--- src/rtl/uart_ctrl_if.sv ---
// CPU peripheral bus port of the UART controller: load/store strobes,
// address and data, plus the level interrupt request back to the CPU.
interface uart_ctrl_if;
  logic        rd;
  logic        wr;
  logic [31:0] addr;
  logic [31:0] wdata;
  logic [31:0] rdata;
  logic        irq;

  modport master (output rd, wr, addr, wdata, input rdata, irq);
  modport slave  (input rd, wr, addr, wdata, output rdata, irq);
endinterface

--- src/rtl/uart_ctrl.sv ---
// Memory-mapped 8N1 UART (LSB first) with TXD/RXD/CON registers,
// independent TX and RX state machines and a level interrupt.
//
// state   | TX meaning                 | RX meaning
// IDLE    | line high, waiting on TXD  | waiting for falling edge on rx
// START   | driving start bit (0)      | half-bit wait, glitch check
// DATA    | driving bits 0..7          | sampling 8 bits mid-bit
// STOP    | driving stop bit (1)       | sampling stop bit
module uart_ctrl #(
  parameter int          CLKS_PER_BIT = 10417,
  parameter logic [31:0] ADDR_TXD     = 32'h4000_0018,
  parameter logic [31:0] ADDR_RXD     = 32'h4000_001C,
  parameter logic [31:0] ADDR_CON     = 32'h4000_0020
) (
  input  logic         clk,
  input  logic         reset,
  uart_ctrl_if.slave   bus,
  input  logic         uart_rx,
  output logic         uart_tx
);

  localparam int CNT_W = $clog2(CLKS_PER_BIT);
  localparam logic [CNT_W-1:0] BIT_LAST  = CNT_W'(CLKS_PER_BIT - 1);
  localparam logic [CNT_W-1:0] HALF_LAST = CNT_W'(CLKS_PER_BIT / 2 - 1);
  localparam logic [CNT_W-1:0] CNT_ONE   = CNT_W'(1);

  typedef enum logic [1:0] {S_IDLE, S_START, S_DATA, S_STOP} state_t;

  logic sel_txd, sel_rxd, sel_con;
  logic rd_rxd, rd_con, wr_txd, wr_con;

  assign sel_txd = (bus.addr == ADDR_TXD);
  assign sel_rxd = (bus.addr == ADDR_RXD);
  assign sel_con = (bus.addr == ADDR_CON);
  assign rd_rxd  = bus.rd & sel_rxd;
  assign rd_con  = bus.rd & sel_con;
  assign wr_txd  = bus.wr & sel_txd;
  assign wr_con  = bus.wr & sel_con;

  logic unused_wdata;
  assign unused_wdata = ^bus.wdata[31:8];

  // ---------------- transmitter ----------------
  state_t           tx_state, tx_state_nxt;
  logic [CNT_W-1:0] tx_cnt;
  logic [2:0]       tx_bit;
  logic [7:0]       tx_shift, txd_reg;
  logic             tx_tc, tx_load, tx_finish, tx_busy;

  assign tx_tc   = (tx_cnt == '0);
  assign tx_busy = (tx_state != S_IDLE);

  always_comb begin
    tx_state_nxt = tx_state;
    tx_load      = 1'b0;
    tx_finish    = 1'b0;
    case (tx_state)
      S_IDLE:  if (wr_txd) begin
                 tx_state_nxt = S_START;
                 tx_load      = 1'b1;
               end
      S_START: if (tx_tc) tx_state_nxt = S_DATA;
      S_DATA:  if (tx_tc && tx_bit == 3'd7) tx_state_nxt = S_STOP;
      S_STOP:  if (tx_tc) begin
                 tx_state_nxt = S_IDLE;
                 tx_finish    = 1'b1;
               end
      default: tx_state_nxt = S_IDLE;
    endcase
  end

  always_ff @(posedge clk or negedge reset) begin
    if (!reset) tx_state <= S_IDLE;
    else        tx_state <= tx_state_nxt;
  end

  // uart_tx is loaded with the level of the bit period that starts on this edge
  always_ff @(posedge clk or negedge reset) begin
    if (!reset) begin
      tx_cnt   <= '0;
      tx_bit   <= '0;
      tx_shift <= '0;
      txd_reg  <= '0;
      uart_tx  <= 1'b1;
    end else if (tx_load) begin
      txd_reg  <= bus.wdata[7:0];
      tx_shift <= bus.wdata[7:0];
      tx_cnt   <= BIT_LAST;
      tx_bit   <= '0;
      uart_tx  <= 1'b0;
    end else if (tx_busy) begin
      if (tx_tc) begin
        tx_cnt <= BIT_LAST;
        case (tx_state)
          S_START: uart_tx <= tx_shift[0];
          S_DATA: begin
            tx_bit <= tx_bit + 3'd1;
            if (tx_bit == 3'd7) begin
              uart_tx <= 1'b1;
            end else begin
              uart_tx  <= tx_shift[1];
              tx_shift <= {1'b0, tx_shift[7:1]};
            end
          end
          default: uart_tx <= 1'b1;
        endcase
      end else begin
        tx_cnt <= tx_cnt - CNT_ONE;
      end
    end
  end

  // ---------------- receiver ----------------
  state_t           rx_state, rx_state_nxt;
  logic [1:0]       rx_sync;
  logic             rx_s, rx_prev, rx_fall;
  logic [CNT_W-1:0] rx_cnt;
  logic [2:0]       rx_bit;
  logic [7:0]       rx_shift, rx_data;
  logic             rx_tc, rx_start, rx_shift_en, rx_stop_ok, rx_stop_bad;

  assign rx_s    = rx_sync[1];
  assign rx_fall = rx_prev & ~rx_s;
  assign rx_tc   = (rx_cnt == '0);

  always_ff @(posedge clk or negedge reset) begin
    if (!reset) begin
      rx_sync <= 2'b11;
      rx_prev <= 1'b1;
    end else begin
      rx_sync <= {rx_sync[0], uart_rx};
      rx_prev <= rx_s;
    end
  end

  always_comb begin
    rx_state_nxt = rx_state;
    rx_start     = 1'b0;
    rx_shift_en  = 1'b0;
    rx_stop_ok   = 1'b0;
    rx_stop_bad  = 1'b0;
    case (rx_state)
      S_IDLE:  if (rx_fall) begin
                 rx_state_nxt = S_START;
                 rx_start     = 1'b1;
               end
      S_START: if (rx_tc) rx_state_nxt = rx_s ? S_IDLE : S_DATA;
      S_DATA:  if (rx_tc) begin
                 rx_shift_en = 1'b1;
                 if (rx_bit == 3'd7) rx_state_nxt = S_STOP;
               end
      S_STOP:  if (rx_tc) begin
                 rx_state_nxt = S_IDLE;
                 rx_stop_ok   = rx_s;
                 rx_stop_bad  = ~rx_s;
               end
      default: rx_state_nxt = S_IDLE;
    endcase
  end

  always_ff @(posedge clk or negedge reset) begin
    if (!reset) rx_state <= S_IDLE;
    else        rx_state <= rx_state_nxt;
  end

  always_ff @(posedge clk or negedge reset) begin
    if (!reset) begin
      rx_cnt   <= '0;
      rx_bit   <= '0;
      rx_shift <= '0;
    end else if (rx_start) begin
      rx_cnt <= HALF_LAST;
      rx_bit <= '0;
    end else if (rx_state != S_IDLE) begin
      rx_cnt <= rx_tc ? BIT_LAST : rx_cnt - CNT_ONE;
      if (rx_shift_en) begin
        rx_shift <= {rx_s, rx_shift[7:1]};
        rx_bit   <= rx_bit + 3'd1;
      end
    end
  end

  // ---------------- status, control, interrupt ----------------
  logic tx_ie, rx_ie, tx_done, rx_valid, frame_err, overrun, irq_q;

  // set events are OR-ed in after the clear so a coincident set wins
  always_ff @(posedge clk or negedge reset) begin
    if (!reset) begin
      rx_data   <= '0;
      tx_ie     <= 1'b0;
      rx_ie     <= 1'b0;
      tx_done   <= 1'b0;
      rx_valid  <= 1'b0;
      frame_err <= 1'b0;
      overrun   <= 1'b0;
      irq_q     <= 1'b0;
    end else begin
      if (rx_stop_ok) rx_data <= rx_shift;
      if (wr_con) {rx_ie, tx_ie} <= bus.wdata[1:0];
      tx_done   <= tx_finish | (tx_done & ~rd_con);
      rx_valid  <= rx_stop_ok | (rx_valid & ~rd_rxd);
      frame_err <= rx_stop_bad | (frame_err & ~rd_con);
      overrun   <= (rx_stop_ok & rx_valid) | (overrun & ~rd_con);
      irq_q     <= (tx_done & tx_ie) | (rx_valid & rx_ie);
    end
  end

  assign bus.irq = irq_q;

  always_comb begin
    bus.rdata = '0;
    if (bus.rd) begin
      if (sel_txd)      bus.rdata = {24'b0, txd_reg};
      else if (sel_rxd) bus.rdata = {24'b0, rx_data};
      else if (sel_con) bus.rdata = {25'b0, tx_busy, overrun, frame_err,
                                     rx_valid, tx_done, rx_ie, tx_ie};
    end
  end

endmodule

--- src/flat_wrapper.sv ---
// flat-port wrapper written by rule: the top's interface ports become plain ports
module uart_ctrl_flat 
#(
  parameter int          CLKS_PER_BIT = 10417,
  parameter logic [31:0] ADDR_TXD     = 32'h4000_0018,
  parameter logic [31:0] ADDR_RXD     = 32'h4000_001C,
  parameter logic [31:0] ADDR_CON     = 32'h4000_0020
)
  (clk, reset, uart_rx, uart_tx, bus_rd, bus_wr, bus_addr, bus_wdata, bus_rdata, bus_irq);
  uart_ctrl_if bus_i ();
  input  logic clk;
  input  logic reset;
  input  logic uart_rx;
  output logic uart_tx;
  input wire logic [$bits(bus_i.rd)-1:0] bus_rd;
  input wire logic [$bits(bus_i.wr)-1:0] bus_wr;
  input wire logic [$bits(bus_i.addr)-1:0] bus_addr;
  input wire logic [$bits(bus_i.wdata)-1:0] bus_wdata;
  output wire logic [$bits(bus_i.rdata)-1:0] bus_rdata;
  output wire logic [$bits(bus_i.irq)-1:0] bus_irq;
  assign bus_i.rd = bus_rd;
  assign bus_i.wr = bus_wr;
  assign bus_i.addr = bus_addr;
  assign bus_i.wdata = bus_wdata;
  assign bus_rdata = bus_i.rdata;
  assign bus_irq = bus_i.irq;
  uart_ctrl #(.CLKS_PER_BIT(CLKS_PER_BIT), .ADDR_TXD(ADDR_TXD), .ADDR_RXD(ADDR_RXD), .ADDR_CON(ADDR_CON)) u_core (.clk(clk), .reset(reset), .bus(bus_i), .uart_rx(uart_rx), .uart_tx(uart_tx));
endmodule
--- config.mk ---
export PLATFORM = sky130hd
export DESIGN_NAME = uart_ctrl_flat
export DESIGN_NICKNAME = d
export VERILOG_FILES = /design/src/rtl/uart_ctrl_if.sv /design/src/rtl/uart_ctrl.sv /design/src/flat_wrapper.sv
export SDC_FILE = /design/constraint.sdc
export NUM_CORES = 1
export LEC_CHECK = 0
export BUFFER_PORTS_ARGS = -buffer_cell sky130_fd_sc_hd__buf_2
export CAP_MARGIN = 25
export CELL_PAD_IN_SITES_DETAIL_PLACEMENT = 0
export CELL_PAD_IN_SITES_GLOBAL_PLACEMENT = 1
export CORE_UTILIZATION = 41
export DETAILED_ROUTE_END_ITERATION = 8
export GPL_ROUTABILITY_DRIVEN = 0
export GPL_TIMING_DRIVEN = 0
export HOLD_SLACK_MARGIN = 0.15
export MAX_ROUTING_LAYER = met4
export PLACE_DENSITY = 0.83
export SLEW_MARGIN = 0
export SYNTH_ARGS = -nofsm -noshare
export SYNTH_HDL_FRONTEND = slang
export SYNTH_SLANG_ARGS = --single-unit
--- constraint.sdc ---
create_clock -name clk -period 2.6 [get_ports clk]
set_clock_uncertainty 0.1 [all_clocks]
set_input_delay 0.52 -clock clk [delete_from_list [all_inputs] [get_ports clk]]
set_output_delay 0.52 -clock clk [all_outputs]
set_load 0.005 [all_outputs]
# --- Word-level counts from Yosys, hierarchy flattened ---
# Cells that the tools add are included.
word_totals:
  reg_bits: 81
  in_bits: 69
  out_inout_bits: 34
  wordCells: 136
classes:
  add_sub_neg: 4
  eq_ne: 21
  n_mux: 51
  bitwise: 21
  n_reduce_logical: 19
op_table:
  columns: ["operator", "n"]
  rows:
  - ["$eq A32 B31 Y1 const B", 3]
  - ["$mux W32", 3]
  - ["$mux W14", 6]
  - ["$mux W8", 5]
  - ["$logic_not A14 Y1", 2]
  - ["$sub A14 B1 Y14 const B", 2]
  - ["$mux W3", 7]
  - ["$mux W2", 10]
  - ["$ne A2 B1 Y1 const B", 10]
  - ["$mux W1", 16]
  - ["$pmux W2 S4", 2]
  - ["$reduce_bool A2 Y1", 7]
  - ["$and A1 B1 Y1", 12]
  - ["$eq A2 B2 Y1 const B", 4]
  - ["$reduce_and A4 Y1", 2]
  - ["$mux W7", 1]
  - ["$add A3 B1 Y3 const B", 2]
  - ["$eq A3 B3 Y1 const B", 2]
  - ["$reduce_and A3 Y1", 2]
  - ["$or A1 B1 Y1", 5]
  - ["$reduce_and A5 Y1", 1]
  - ["$eq A2 B1 Y1 const B", 2]
  - ["$logic_not A2 Y1", 2]
  - ["$not A1 Y1", 4]
  - ["other kinds (3)", 4]

# --- Logic depth before layout (Yosys ltp) ---
# Gate-level depths: netlist of the first run.
depth:
  ltp_word: 6
  depth_mapped: 8

# --- Least setup slack after synthesis of the first run ---
# Ideal clock, no wire load.
synth_path:
  path_type: "input -> output"
  start: "input bus_addr[31]"
  end: "output bus_rdata[0]"
  arrival_ps: 1821
  required_time_ps: 1980
  setup_slack_ps: 159
  cell_stages: 5
  path_buffers: 0
  path_cell_list: "nor4b_1 -> nand4_2 -> nor3_2 -> a221oi_1 -> nor2_1"
synth_via:
  elab_chain_cells: 5
  elab_cells_between_ends: 7
  cone_classes: "eq/ne: 3; mux: 4"
synth_lines:
  columns: ["element", "line", "rtl"]
  rows:
  - ["start: declaration", "flat_wrapper.sv:17", "input wire logic [$bits(bus_i.addr)-1:0] bus_addr;"]
  - ["$eq A32 B31 Y1", "uart_ctrl.sv:34", "assign sel_con = (bus.addr == ADDR_CON);"]
  - ["$mux W7", "uart_ctrl.sv:215", "else if (sel_con) bus.rdata = {25'b0, tx_busy, overrun, frame_err,"]
  - ["$mux W32", "uart_ctrl.sv:214", "else if (sel_rxd) bus.rdata = {24'b0, rx_data};"]
  - ["$mux W32 *", "uart_ctrl.sv:213", "if (sel_txd) bus.rdata = {24'b0, txd_reg};"]
  - ["$mux W32 *", "uart_ctrl.sv:212", "if (bus.rd) begin"]
  - ["end: declaration", "flat_wrapper.sv:19", "output wire logic [$bits(bus_i.rdata)-1:0] bus_rdata;"]
# Every way passes the cells marked *; elsewhere a longest branch is shown, timed or not.

# --- Worst setup path after layout of the first run ---
layout_path:
  start: "input bus_addr[28]"
  end: "output bus_rdata[0]"
# The elaborated chain is that of the path after synthesis.

==> impl_metrics.tcl, run 1 <==
set metrics [dict create \
    seqPwrFrac_pct 49.1 \
    synthesis.area_um2 4360 \
    grt_max_degree 61 \
    largestRegisters "u_core.rx_cnt (14), u_core.tx_cnt (14)" \
    worst_setup_path_start_kind "primary input" \
    ant_nets 0 \
    met1_usage_pct 25.1 \
    max_freq_mhz 388 \
    setup_viol 0 \
    dp_hpwl_um 6910 \
    power_frac_comb_pct 15.3 \
    cp_max_fo 9 \
    die_w_um 105 \
    hp-class "reg2reg" \
    async_reset_ff_share_pct 100 \
    rows 37 \
    vias 3604 \
    p_sw_w 0.000810 \
    synthCells 444 \
    avgViaCountPerCell 5.28 \
    drc 0 \
    synth_top_family_by_area "simple AND/OR/NAND/NOR gates" \
    synthToLayoutAreaGrowth_pct 22.7 \
    initial_core_util_pct 42.2 \
    hold_ws_ns 0.260 \
    busiest_layer "met2" \
    die-height_um 105 \
    die_area_um2 11000 \
    clk_pin_slew_ns 0.09 \
    synth_fa_ha_area_share_pct 2.87 \
    p_leak_nw 2.54 \
    final_max_slew_viol_count 0 \
    min_period_over_period_pct 99.1 \
    pwr_density_cell_nw_per_um2 546 \
    synth-seq-cells 81 \
    intPower_w 0.00211 \
    layout-drive-gt1-share_pct 28.4 \
    rsz0062_at_grt "true" \
    ys_seq_area_share_pct 46.6 \
    drt_pre_antenna_iters 4 \
    antenna_found_initial 0 \
    crit_arrival_ns 1.96 \
    use_met3_pct 3.81 \
    grt_pass1_vias 3510 \
    status "finished, final reports clean" \
    num_antenna_cells 0 \
    placed_area_um2 4910 \
    clkSinkCount 81 \
    peakVddDrop_uv 334 \
    worstSetupPathType "in2out" \
    worstPathRequired_ns 1.98 \
    nNetsFinal 620 \
    synth-edff-count 0 \
    grt_pass1_wl_um 16500 \
    design_power_total_w 0.00292 \
    core_um2 10300 \
    portBuffers 53 \
    clockPowerShare_pct 35.7 \
    avgSynthCellArea_um2 9.81 \
    clockBufferDepth 2 \
    track_usage_pct 19.1 \
    cts_tree "built" \
    cts_buffers 9 \
    maxSlewHeadroom_pct 50.6 \
    cap_violations 0 \
    switching_share_pct 27.7 \
    grt_overflow_total 0 \
    synth-main-ff-cell "dfrtp_1" \
    synth-compound-area-share_pct 18.0 \
    clk_latency_ns 0.34 \
    h-tree-depth 3 \
    period_needed_ns 2.58 \
    worstMarginPinSlew_ns 0.734 \
    yosys_warnings 0 \
    final_util_pct 51.8 \
    fin_area_um2 5350 \
    yosys.cell_types.count 69 \
    finalHoldViolCount 0 \
    synth_mux_area_share_pct 5.63 \
    wl_per_cell_um 14.1 \
    clock-root-buffer "clkbuf_8" \
    synthSimpleGateAreaFrac_pct 18.7 \
    grt_use_met2_pct 30.0 \
    crit_path_end_kind "output port" \
    synthXorXnorAreaFrac_pct 0.603 \
    ios 103 \
    totalWireLength_um 9630 \
    drt_iter0_drc 271 \
]
critical path: stages:
cell and delay (ns):
buf_2 0.11, nor4_4 0.30, nand4_2 0.13, buf_6 0.16, nor3_4 0.16, buf_6 0.15
a221oi_1 0.09, nor2_1 0.18, buf_2 0.15
stage by stage:
stage	instances	setup WS, ns	TNS (ns)
global placement	656	-0.421	-2.99
detailed placement	657	-0.457	-3.23
CTS	680	-0.00844	-0.00844
finish	682	0.0230	0
floorplan	467	0.159	0
global route	682	-0.122	-0.528
synthesized netlist by cell type, types with 3 or more instances:
| library cell | number | share of area, % |
|---|---|---|
| or3_1 | 4 | 0.57 |
| dfrtp_1 | 77 | 44 |
| nand3_1 | 5 | 0.57 |
| a221oi_1 | 7 | 1.4 |
| inv_1 | 24 | 2.1 |
| buf_2 | 3 | 0.34 |
| nand4_1 | 4 | 0.57 |
| o31ai_1 | 8 | 1.4 |
| nand4b_1 | 3 | 0.60 |
| a21oi_1 | 26 | 3.0 |
| xor2_1 | 3 | 0.60 |
| nand2_1 | 47 | 4.0 |
| a22oi_1 | 4 | 0.69 |
| dfstp_2 | 4 | 2.4 |
| a22o_1 | 3 | 0.60 |
| ha_1 | 10 | 2.9 |
| nor4_1 | 9 | 1.3 |
| o22ai_1 | 11 | 1.6 |
| nor3_1 | 7 | 0.80 |
| buf_4 | 25 | 4.3 |
| clkbuf_1 | 9 | 0.78 |
| mux2_2 | 19 | 4.9 |
| a31oi_1 | 4 | 0.57 |
| o211ai_1 | 3 | 0.52 |
| nor2_1 | 35 | 3.0 |
| o21ai_0 | 35 | 4.0 |
| and3_1 | 3 | 0.43 |
layout by cell type, fill, tap and decap left out, types with 4 or more instances in the layout:
cell,n
o31ai_1,8
o21ai_0,34
a21oi_1,26
a221oi_1,7
o22ai_1,11
dfrtp_1,77
nor2_1,35
nor4_4,7
ha_1,10
nand2_1,47
mux2_2,19
or3_1,4
a22oi_1,4
clkbuf_8,10
inv_1,24
conb_1,24
nand4_1,4
clkbuf_1,11
nor3_1,7
dfstp_2,4
a31oi_1,4
buf_2,55
buf_4,31
nand3_1,4
layer usage:
metal / up-vias / wire (um)
li1: 1766 / -
met1: 1742 / 4670
met2: 85 / 4500
met3: 11 / 336
met4: 0 / 115
met5: - / 0
cells by family (layout without fill, tap and decap cells):
group | after synthesis | in the layout
AND/OR/NAND/NOR | 146 | 146
AO/OA/AOI/OAI | 120 | 120
flip-flops | 81 | 81
buffers and inverters | 61 | 140
multiplexers | 22 | 22
adder cells (fa/ha/maj) | 10 | 10
XOR/XNOR | 3 | 3
other | 1 | 24
path summary, 6_finish.rpt:
check                                   from                  to  slack (ns)  cells after the start
setup reg to reg            u_core.tx_cnt[0]  u_core.tx_state[1]        0.15                      7
min in group asynchronous              reset    u_core.rx_cnt[3]        0.50                      2
setup / recovery                bus_addr[28]        bus_rdata[0]        0.02                      9
hold reg to reg            u_core.rx_sync[0]   u_core.rx_sync[1]        0.26                      0
hold / removal             u_core.rx_sync[0]   u_core.rx_sync[1]        0.26                      0
max in group asynchronous              reset      u_core.uart_tx        1.27                      3
timing repair:
item                                   CTS  global route
endpoints found under the hold margin   18             1
setup endpoints to repair                8            28
pin swaps                                4             3
hold buffers                             1             1
resized for setup                       14            10
setup buffers                            6             1
area by class of cell:
| class | count | area, um^2 |
|---|---|---|
| clock inverter | 4 | 76.3 |
| tap | 136 | 170 |
| sequential | 81 | 2030 |
| clock buffer | 12 | 145 |
| multi-input combinational | 325 | 2220 |
| buffer | 37 | 236 |
| fill | 948 | 4980 |
| timing repair buffer | 63 | 375 |
| inverter | 24 | 90.1 |
power groups by stage:
stage	combinational (W)	sequential (W)	clock, W
finish	0.000445	0.00143	0.00104
global route	0.000508	0.00144	0.00111
CTS	0.000436	0.00143	0.00106
detailed placement	0.000425	0.00145	0
global placement	0.000411	0.00145	0
floorplan	0.000299	0.00143	0
Power figures use the tool's default switching activity.
==> run 2: changes to the inputs <==
--- a/config.mk
+++ b/config.mk
@@ -6,9 +6,10 @@
 export NUM_CORES = 1
 export LEC_CHECK = 0
 export BUFFER_PORTS_ARGS = -buffer_cell sky130_fd_sc_hd__buf_2
-export CAP_MARGIN = 25
+export CAP_MARGIN = 10
 export CELL_PAD_IN_SITES_DETAIL_PLACEMENT = 0
 export CELL_PAD_IN_SITES_GLOBAL_PLACEMENT = 1
+export CORE_MARGIN = 5
 export CORE_UTILIZATION = 41
 export DETAILED_ROUTE_END_ITERATION = 8
 export GPL_ROUTABILITY_DRIVEN = 0
==> run 2 against run 1 <==
  * Final cell count grew 0.59%
  * Global-route usage shrank 2.2 points
  * Fmax shrank 0.39%
  * Die area grew 16%
  * Cell area grew 1.3%
  * Sequential share of layout area shrank 0.50 points
  * Worst setup slack lost 0.010 ns
  * Clock power shrank 8%
  * Critical path depth is the same
  * Flip-flop and latch count is the same
  * Largest cell class unchanged
  * Highest routed layer unchanged
==> impl_metrics.tcl, run 2 (same netlist as run 1, synthesis figures left out) <==
set metrics [dict create \
    core_um2 10300 \
    status "finished, final reports clean" \
    crit_arrival_ns 1.97 \
    hold_ws_ns 0.259 \
    largestRegisters "u_core.rx_cnt (14), u_core.tx_cnt (14)" \
    fin_tns_setup_ns 0 \
    hp-class "reg2reg" \
    regToRegEndpoint "u_core.tx_state[1]" \
    clk_pin_slew_ns 0.08 \
    whs_endpoint "u_core.rx_sync[1]" \
    min_period_over_period_pct 99.5 \
    drt_iter0_drc 215 \
    num_antenna_cells 0 \
    die_w_um 113 \
    drt_pre_antenna_iters 5 \
    grt_pass1_wl_um 17200 \
    antenna_found_initial 0 \
    totalWireLength_um 10300 \
    h-tree-depth 3 \
    die-height_um 113 \
    worstHoldPathCells 0 \
    cp_max_fo 6 \
    ios 103 \
    mostFrequentLayoutCells "dfrtp_1, buf_2, nand2_1, o21ai_0, nor2_1" \
    avgViaCountPerCell 5.28 \
    worst_setup_path_start_kind "primary input" \
    timing.rr.start "u_core.tx_cnt[0]" \
    critPathSlowestCell "nor4b_4" \
    dp_hpwl_um 7240 \
    nNetsFinal 624 \
    maxSlewHeadroom_pct 47.5 \
    peakVddDrop_uv 443 \
    rows 37 \
    worstSetupPathType "in2out" \
    clkSinkCount 81 \
    die_area_um2 12800 \
    vias 3620 \
    cts_buffers 9 \
    cts_tree "built" \
    crit_path_end_kind "output port" \
    finalHoldViolCount 0 \
    hold_start "u_core.rx_sync[0]" \
    synthToLayoutAreaGrowth_pct 24.4 \
    crit_chain "buf_2 -> nor4b_4 -> nand4_2 -> buf_6 -> nor3_4 -> buf_6 -> a221oi_2 -> nor2_1 -> buf_2" \
    worstPathRequired_ns 1.98 \
    drc 0 \
    grt_max_degree 53 \
    pwr_density_cell_nw_per_um2 524 \
    period_needed_ns 2.59 \
    clk_latency_ns 0.36 \
    clock-root-buffer "clkbuf_8" \
    final_common_cell "dfrtp_1" \
    portBuffers 53 \
    grt_overflow_total 0 \
    worstMarginPinSlew_ns 0.781 \
    max_stage_delay_ns 0.27 \
    clockBufferDepth 2 \
    track_usage_pct 16.9 \
    setup_viol 0 \
    ant_nets 0 \
    critPathLaunch "bus_addr[17]" \
    max_freq_mhz 387 \
    r2r_slack_ns 0.20 \
    grt_pass1_vias 3596 \
    final_max_slew_viol_count 0 \
    wl_per_cell_um 15.0 \
    layout-drive-gt1-share_pct 29.8 \
    p_leak_nw 2.58 \
    r2r_cells 8 \
    cap_violations 0 \
    rsz0062_at_grt "true" \
    initial_core_util_pct 42.2 \
]
-- run 2: cell types whose count changed in the layout (fill, tap and decap cells not counted), moves of 2 or more --
cell | before | now
buf_2 | 55 | 50
buf_6 | 2 | 8
a221oi_1 | 7 | 5
a221oi_2 | 0 | 2
clkbuf_1 | 11 | 9
buf_4 | 31 | 34
clkinvlp_4 | 1 | 3
-- run 2: metrics by stage --
| step | worst slack [ns] | area [um^2] | utilization (%) | total power (W) | instances |
|---|---|---|---|---|---|
| final | 0.0130 | 5420 | 52.5 | 0.00284 | 686 |
| after global routing | -0.0808 | 5420 | 52.5 | 0.00299 | 686 |
| after CTS | 0.00333 | 5300 | 51.4 | 0.00286 | 681 |
| after detailed placement | -0.469 | 4910 | 47.5 | 0.00188 | 657 |
| after global placement | -0.391 | 4880 | 47.3 | 0.00186 | 656 |
| after floorplan | 0.159 | 4440 | - | 0.00173 | 467 |
-- run 2: final cells by class --
class	count	area (um^2)
Inverter	24	90.1
Multi-Input combinational cell	325	2240
Buffer	37	236
Clock buffer	10	138
Timing Repair Buffer	67	440
Fill cell	925	4910
Clock inverter	6	66.3
Sequential cell	81	2030
Tap cell	136	170
-- run 2: repair_timing --
action / CTS / global route
hold buffers: 2 / 0
setup endpoints to repair: 8 / 30
pin swaps: 5 / 14
gates resized for setup: 20 / 14
hold endpoints to repair: 27 / 0
setup buffers: 6 / 4
cloned: 0 / 1
-- run 2: routing by layer --
| layer | vias to the layer above | GRT usage, % | wire [um] |
|---|---|---|---|
| li1 | 1770 | - | - |
| met1 | 1729 | 21.9 | 4550 |
| met2 | 97 | 26.6 | 5090 |
| met3 | 24 | 2.25 | 423 |
| met4 | 0 | 7.45 | 255 |
| met5 | - | - | 0 |
-- run 2: worst max path at each step --
| stage | to | slack (ns) | depth (start not counted) |
|---|---|---|---|
| 2_1_floorplan | bus_rdata[0] | 0.16 | 5 |
| 3_3_place_gp | bus_rdata[0] | -0.39 | 7 |
| 3_5_place_dp | bus_rdata[0] | -0.47 | 7 |
| 4_1_cts | bus_rdata[0] | 0.003 | 8 |
| 5_1_grt | bus_rdata[0] | -0.08 | 9 |
| 6_report | bus_rdata[0] | 0.01 | 9 |
-- run 2: report_power, final --
group	switching (W)	total [W]	internal, W
clock network	0.000482	0.000953	0.000471
registers	0.0000861	0.00143	0.00135
logic	0.000258	0.000456	0.000198
-- run 2: critical path: cells and delay by family --
family | cells | cell delay [ns]
and+or+nand+nor | 4 | 0.81
buffers and inverters | 4 | 0.57
AOI/OAI and AO/OA | 1 | 0.06
